File: config.mk
export PLATFORM = sky130hd
export DESIGN_NAME = lcd_bus_ctrl
export DESIGN_NICKNAME = d
export VERILOG_FILES = /design/src/rtl/ccpu_io_pkg.sv /design/src/rtl/io_cycle_timer.sv /design/src/rtl/lcd_bus_ctrl.sv
export SDC_FILE = /design/constraint.sdc
export NUM_CORES = 1
export LEC_CHECK = 0
export CAP_MARGIN = 20
export CORE_UTILIZATION = 40
export DETAILED_ROUTE_END_ITERATION = 6
export PLACE_DENSITY = 0.79
export SLEW_MARGIN = 20
export SYNTH_ARGS = -nofsm -noshare
export SYNTH_HDL_FRONTEND = slang
export SYNTH_SLANG_ARGS = --single-unit
File: constraint.sdc
create_clock -name clk -period 2.51 [get_ports clk]
set_input_delay 0.502 -clock clk [delete_from_list [all_inputs] [get_ports clk]]
set_output_delay 0.502 -clock clk [all_outputs]
set_load 0.05 [all_outputs]
File: src/rtl/ccpu_io_pkg.sv
// Shared I/O definitions for the CPU-side peripheral bridges: LCD address map,
// bus-cycle state encoding and default HD44780 timing.
package ccpu_io_pkg;

  localparam logic [7:0] LCD_PAGE     = 8'hFF;
  localparam logic [2:0] LCD_OFF_CMD  = 3'd2;
  localparam logic [2:0] LCD_OFF_DATA = 3'd3;

  localparam int T_AS_DEF = 1;
  localparam int T_PW_DEF = 4;
  localparam int T_AH_DEF = 1;

  typedef enum logic [2:0] {
    S_IDLE  = 3'd0,
    S_SETUP = 3'd1,
    S_PULSE = 3'd2,
    S_HOLD  = 3'd3,
    S_DONE  = 3'd4
  } lcd_state_e;

  // Command (offset 2) and data (offset 3) share a[2:1]; a[0] later picks RS.
  function automatic logic is_lcd_addr(input logic [15:0] addr);
    return (addr[15:8] == LCD_PAGE) && (addr[2:1] == LCD_OFF_CMD[2:1]);
  endfunction

endpackage

File: src/rtl/io_cycle_timer.sv
// Loadable 4-bit down-counter that times the phases of one I/O bus cycle.
module io_cycle_timer (
  input  logic       clk,
  input  logic       rst,
  input  logic       load_i,
  input  logic [3:0] load_val_i,
  output logic       zero_o
);

  logic [3:0] count_q;
  logic [3:0] count_d;

  // Load has priority; otherwise count down and park at zero.
  always_comb begin
    count_d = count_q;
    if (load_i) begin
      count_d = load_val_i;
    end else if (count_q != 4'd0) begin
      count_d = count_q - 4'd1;
    end else begin
      count_d = count_q;
    end
  end

  // Counter register.
  always_ff @(posedge clk) begin
    if (rst) begin
      count_q <= 4'd0;
    end else begin
      count_q <= count_d;
    end
  end

  assign zero_o = (count_q == 4'd0);

endmodule

File: src/rtl/lcd_bus_ctrl.sv
// Bridges CPU accesses at 0xFF02/0xFF03 onto an HD44780 bus, stretching the CPU
// cycle with n_rdy until the full setup/enable/hold sequence has completed.
module lcd_bus_ctrl
  import ccpu_io_pkg::*;
#(
  parameter int T_AS = T_AS_DEF,
  parameter int T_PW = T_PW_DEF,
  parameter int T_AH = T_AH_DEF
) (
  input  logic        clk,
  input  logic        rst,
  input  logic [15:0] a,
  input  logic        n_oe,
  input  logic        n_we,
  input  logic [7:0]  d_in,
  output logic [7:0]  d_out,
  output logic        d_out_oe,
  output logic        n_rdy,
  output logic        lcd_e,
  output logic        lcd_rs,
  output logic        lcd_rw,
  output logic [7:0]  lcd_d_out,
  output logic        lcd_d_oe,
  input  logic [7:0]  lcd_d_in
);

  // The timer holds "remaining cycles - 1", so a phase ends on the zero flag.
  localparam logic [3:0] AS_LD = 4'(T_AS - 1);
  localparam logic [3:0] PW_LD = 4'(T_PW - 1);
  localparam logic [3:0] AH_LD = 4'(T_AH - 1);

  lcd_state_e state_q, state_d;
  logic       rs_q, rs_d;
  logic       rw_q, rw_d;
  logic [7:0] wdata_q, wdata_d;
  logic [7:0] rdata_q, rdata_d;
  logic       lcd_e_q, lcd_d_oe_q;
  logic       access, wr_req;
  logic       tmr_load, tmr_zero;
  logic [3:0] tmr_val;

  assign access = is_lcd_addr(a) && (!n_oe || !n_we);
  assign wr_req = !n_we;

  io_cycle_timer u_timer (
    .clk        (clk),
    .rst        (rst),
    .load_i     (tmr_load),
    .load_val_i (tmr_val),
    .zero_o     (tmr_zero)
  );

  // Next-state logic; request fields are captured only when leaving IDLE.
  always_comb begin
    state_d  = state_q;
    rs_d     = rs_q;
    rw_d     = rw_q;
    wdata_d  = wdata_q;
    rdata_d  = rdata_q;
    tmr_load = 1'b0;
    tmr_val  = 4'd0;
    case (state_q)
      S_IDLE: begin
        if (access) begin
          rs_d     = a[0];
          rw_d     = ~wr_req;
          wdata_d  = d_in;
          tmr_load = 1'b1;
          if (T_AS != 0) begin
            state_d = S_SETUP;
            tmr_val = AS_LD;
          end else begin
            state_d = S_PULSE;
            tmr_val = PW_LD;
          end
        end else begin
          state_d = S_IDLE;
        end
      end
      S_SETUP: begin
        if (tmr_zero) begin
          state_d  = S_PULSE;
          tmr_load = 1'b1;
          tmr_val  = PW_LD;
        end else begin
          state_d = S_SETUP;
        end
      end
      S_PULSE: begin
        if (tmr_zero) begin
          if (rw_q) begin
            rdata_d = lcd_d_in;
          end else begin
            rdata_d = rdata_q;
          end
          if (T_AH != 0) begin
            state_d  = S_HOLD;
            tmr_load = 1'b1;
            tmr_val  = AH_LD;
          end else begin
            state_d = S_DONE;
          end
        end else begin
          state_d = S_PULSE;
        end
      end
      S_HOLD: begin
        if (tmr_zero) begin
          state_d = S_DONE;
        end else begin
          state_d = S_HOLD;
        end
      end
      S_DONE: begin
        if (!access) begin
          state_d = S_IDLE;
        end else begin
          state_d = S_DONE;
        end
      end
      default: state_d = S_IDLE;
    endcase
  end

  // State, latched request and registered LCD strobes.
  always_ff @(posedge clk) begin
    if (rst) begin
      state_q    <= S_IDLE;
      rs_q       <= 1'b0;
      rw_q       <= 1'b1;
      wdata_q    <= 8'h00;
      rdata_q    <= 8'h00;
      lcd_e_q    <= 1'b0;
      lcd_d_oe_q <= 1'b0;
    end else begin
      state_q    <= state_d;
      rs_q       <= rs_d;
      rw_q       <= rw_d;
      wdata_q    <= wdata_d;
      rdata_q    <= rdata_d;
      lcd_e_q    <= (state_d == S_PULSE);
      lcd_d_oe_q <= !rw_d && (state_d inside {S_SETUP, S_PULSE, S_HOLD});
    end
  end

  assign lcd_e     = lcd_e_q;
  assign lcd_rs    = rs_q;
  assign lcd_rw    = rw_q;
  assign lcd_d_out = wdata_q;
  assign lcd_d_oe  = lcd_d_oe_q;
  assign d_out     = rdata_q;
  assign d_out_oe  = (state_q == S_DONE) && rw_q && !n_oe;
  assign n_rdy     = !rst && access && (state_q != S_DONE);

endmodule

# Word-level counts from Yosys, hierarchy flattened
# Index checks and enable logic that the tools add are counted.
# totals
register_bits,27
# op_classes
n_addsub,1
eq_ne,10
mux,15
n_reduce_logical,20
# ops
cell,n
one-hot mux 3 bit (5 select lines),1
== test 3 x 2 -> 1 bit (second input constant),4
== test 8 bit (second input constant),1
two-way mux 4 bit,2
logical AND 1 bit,7
== test 3 x 1 -> 1 bit (second input constant),2
two-way mux 1 bit,6
two-way mux 2 bit,3
two-way mux 3 bit,2
logical NOT 1 bit,4
logical NOT 4 bit,1
nonzero test 4 bit,1
subtractor 4 x 1 -> 4 bit (second input constant),1
== test 3 bit (second input constant),1
logical NOT 3 bit,1
!= test 3 bit (second input constant),1
AND reduction 3 bit,1
nonzero test 3 bit,1
== test 2 x 1 -> 1 bit (second input constant),1
one-hot mux 1 bit (2 select lines),1
AND reduction 2 bit,1
nonzero test 2 bit,1
OR reduction 2 bit,1
logical OR 1 bit,1

# Depth between registers and ports, before layout
# depth
depth_word,8
ltp_mapped,7
depth_no_buf,6

# Modules after synthesis
# A second synthesis with hierarchy kept.
# unflattened
hier_cells,135
hier_area_um2,1271.2
# by_module_without_submodules
mod,n_inst,cells_per_inst,area_per_inst_um2
lcd_bus_ctrl,1,111,1042.2
io_cycle_timer,1,24,229.0

# Worst setup path before layout
# No wires, ideal clock.
# synth_path
path_kind,input-to-output
startpoint,input a[8]
endpoint,output n_rdy
arrival_ns,2.225
path_slack_ns,-0.217
stages,3
n_path_buf,0
path_cell_list,nand4_1 > a2111o_1 > a211oi_1
# synth_via
elab_chain_cells,5
# synth_rtl
element,line,text
from (decl),lcd_bus_ctrl.sv:12,"input logic [15:0] a,"
== test 8 bit,ccpu_io_pkg.sv:23,return (addr[15:8] == LCD_PAGE) && (addr[2:1] == LCD_OFF_CMD[2:1]);
logical AND 1 bit,ccpu_io_pkg.sv:23,
logical AND 1 bit,lcd_bus_ctrl.sv:42,assign access = is_lcd_addr(a) && (!n_oe || !n_we);
logical AND 1 bit (2 in series),lcd_bus_ctrl.sv:153,assign n_rdy = !rst && access && (state_q != S_DONE);
to (decl),lcd_bus_ctrl.sv:18,"output logic n_rdy,"
# No other way between the ends.

# Final worst setup path
# Ends and elaborated chain as after synthesis.

==> results.toml <==
[sta]
slew_headroom_pct = 59.70
finalHoldViolCount = 0
finalSetupViolations = 0
fin_skew_ps = 1.650
max_clock_freq_ghz = 0.4145
period_share_pct = 96.12
grt_setup_unrepaired = "false"
worst_pin_slew_ps = 603.2
drv_slew = 0
period_needed_ps = 2413

[pwr]
seq_power_share_pct = 50.7
combPwrFrac_pct = 30.2
swShare_pct = 30.84
powerDensity_nw_per_um2 = 530.4
clockPowerShare_pct = 19.1
vdd_drop_max_uv = 462.6
power_switching_uw = 295.3
power.internal_uw = 662.3
p_leak_uw = 0.0007356

[synthesis]
yosys.area.top_type_share_pct = 45.24
yosysWarnings = 0
synth_area_per_cell_sq_um = 9.483
yosysUniqueCellTypes = 36
netlist_area_sq_um = 1195
synth-edff-count = 0
synth_cells = 126
ys_seq_area_share_pct = 45.24
synthTopCellsByArea = "dfxtp_1 (45%), mux2i_1 (14%), nor2_1 (8.5%)"
ys_ff_latch = 27
ys_async_sr_fraction_pct = 0
synthFlopType = "dfxtp_1"
syn_nets = 164
yosysTopAreaCell = "dfxtp_1"
synth_common_cells = "dfxtp_1 (27), nor2_1 (27), mux2i_1 (17), clkbuf_1 (5), nand2_1 (5)"

[routing]
drtIter0Drc = 26
routedWlPerCell_um = 12.23
routed_via_density = 5.128
drt.antenna.violating_nets = 0
routed_wirelength_mm = 2.581
first_pass_iters = 4
via_count = 1082
drc = 0

[clocking]
cts_max_path_buffers = 2
cts_setup_buffers = 0
clock_latency_ps = 320
root_buffer = "clkbuf_4"
cts_buffers = 3
clk_pin_slew_ps = 140
htreeDepth = 1
cts_tree = "built"
clock-sinks = 27

[floorplanning]
design.core.area_sq_um = 2781
io_pins = 58
dieWidth_um = 56.66
dieHeight_um = 56.66
rows = 19
start_util_pct = 42.96
die_area_sq_um = 3210

[setup_path]
critPathMaxFanout = 2
cp-start-kind = "input pin"
crit_path_end_kind = "output pin"
worstSetupPathType = "in2out"
worstPathRequired_ps = 2010
cp.arrival_ps = 1910

[layout]
design_area_sq_um = 1805
nNetsFinal = 219
drive_above_1_share_pct = 8.889
final_cells = 211
area_growth_pct = 51.10
diodes = 0

[placement]
hpwl_mm = 1.959
io_buffers = 52
dpl-instance-area_sq_um = 1778
dp_cells = 207
gp_congestion = 0.8288

[grt]
grt_pass1_wl_mm = 4.264
antenna_found_initial = 0
grt_max_degree = 27
grt_usage_pct = 16.63
grt_pass1_vias = 1079
grt_overflow = 0

[run_status]
status = "completed"

[job]
drv_cap = 0

[worst_hold_path]
hold_class = "reg2reg"
cells in the final DEF (no fill, tap or decap), types with 2 or more instances in the layout:
master           synthesis  layout
a21oi_1                  3       3
nor2_1                  27      27
inv_1                    4       4
xnor2_1                  2       2
nor3_1                   3       3
ha_1                     2       2
nand2_1                  5       5
xor2_1                   2       2
buf_12                   0       2
clkdlybuf4s50_1          0      50
mux2i_1                 17      17
o21ai_0                  3       3
clkbuf_4                 0       3
dfxtp_1                 27      27
or4_1                    2       2
buf_4                    0       6
flip-flops by register name, indices dropped and copies added (netlist names):
signal	count
d_out	8
lcd_rw	1
lcd_e	1
lcd_d_out	8
state_q	3
u_timer.count_q	4
lcd_d_oe	1
lcd_rs	1
logic make-up after synthesis:
group           Yosys count  share of synthesized area (%)
compound gates           15                          8.901
xor+xnor                  4                          2.932
fa+ha+maj                 2                          2.094
buf+inv                  12                          5.130
flops                    27                          45.24
mux                      17                          14.24
simple gates             49                          21.47
final timing paths:
kind / start / end / slack [ps] / cells past startpoint
hold reg to reg: lcd_d_out[3] / lcd_d_out[3] / 510 / 2
setup reg to reg: state_q[0] / lcd_rw / 410 / 4
setup / recovery: a[8] / n_rdy / 100 / 5
hold / removal: lcd_d_out[3] / lcd_d_out[3] / 510 / 2
through the flow:
stage | total power (uW) | utilization [%] | hold WS (ps) | setup TNS (ps) | setup WS [ps]
detailed placement | 782.8 | 63.92 | 486.9 | -33.94 | -27.34
finish | 957.6 | 64.91 | 513.7 | 0 | 97.41
CTS | 965.3 | 64.91 | 521.1 | 0 | 42.91
global route | 1023 | 64.91 | 554.7 | 0 | 30.73
floorplan | 687.7 | - | 499.9 | 0 | 250.3
global placement | 765.4 | 63.92 | 472.5 | -9.331 | -9.331
worst max-delay path, cell delays in order:
cell,delay [ps]
clkdlybuf4s50_1,450
nand4_1,110
a2111o_1,430
a211oi_2,240
buf_12,180
metal layers:
layer | GRT usage [%] | vias up | part of all wire, % | wire length [um]
met4 | 8.014 | 0 | 0.97 | 25
met2 | 28.91 | 53 | 47 | 1212
met3 | 4.608 | 4 | 9.2 | 238
met1 | 18.53 | 480 | 43 | 1106
li1 | - | 545 | - | -
met5 | 0 | - | 0 | 0
power by group through the flow:
| stage | Clock [uW] | Combinational, uW | Sequential (uW) |
|---|---|---|---|
| after floorplan | 0 | 200 | 488 |
| after global placement | 0 | 275 | 491 |
| after detailed placement | 0 | 289 | 494 |
| after CTS | 191 | 290 | 484 |
| after global routing | 208 | 328 | 487 |
| final | 183 | 289 | 485 |
final cells by class:
type	instances	area (sq um)
clock buffer	3	22.52
clock inverter	1	5.005
inverter	4	15.01
tap	31	38.79
sequential	27	540.5
multi-input combinational	87	598.1
fill	229	975.9
timing repair buffer	58	585.6
what timing repair did:
action / in CTS / in global routing
hold buffers: 0 / 0
setup endpoints to repair: 0 / 1
gates resized for setup: 0 / 0
No activity file was read; power rests on OpenSTA's default activity.
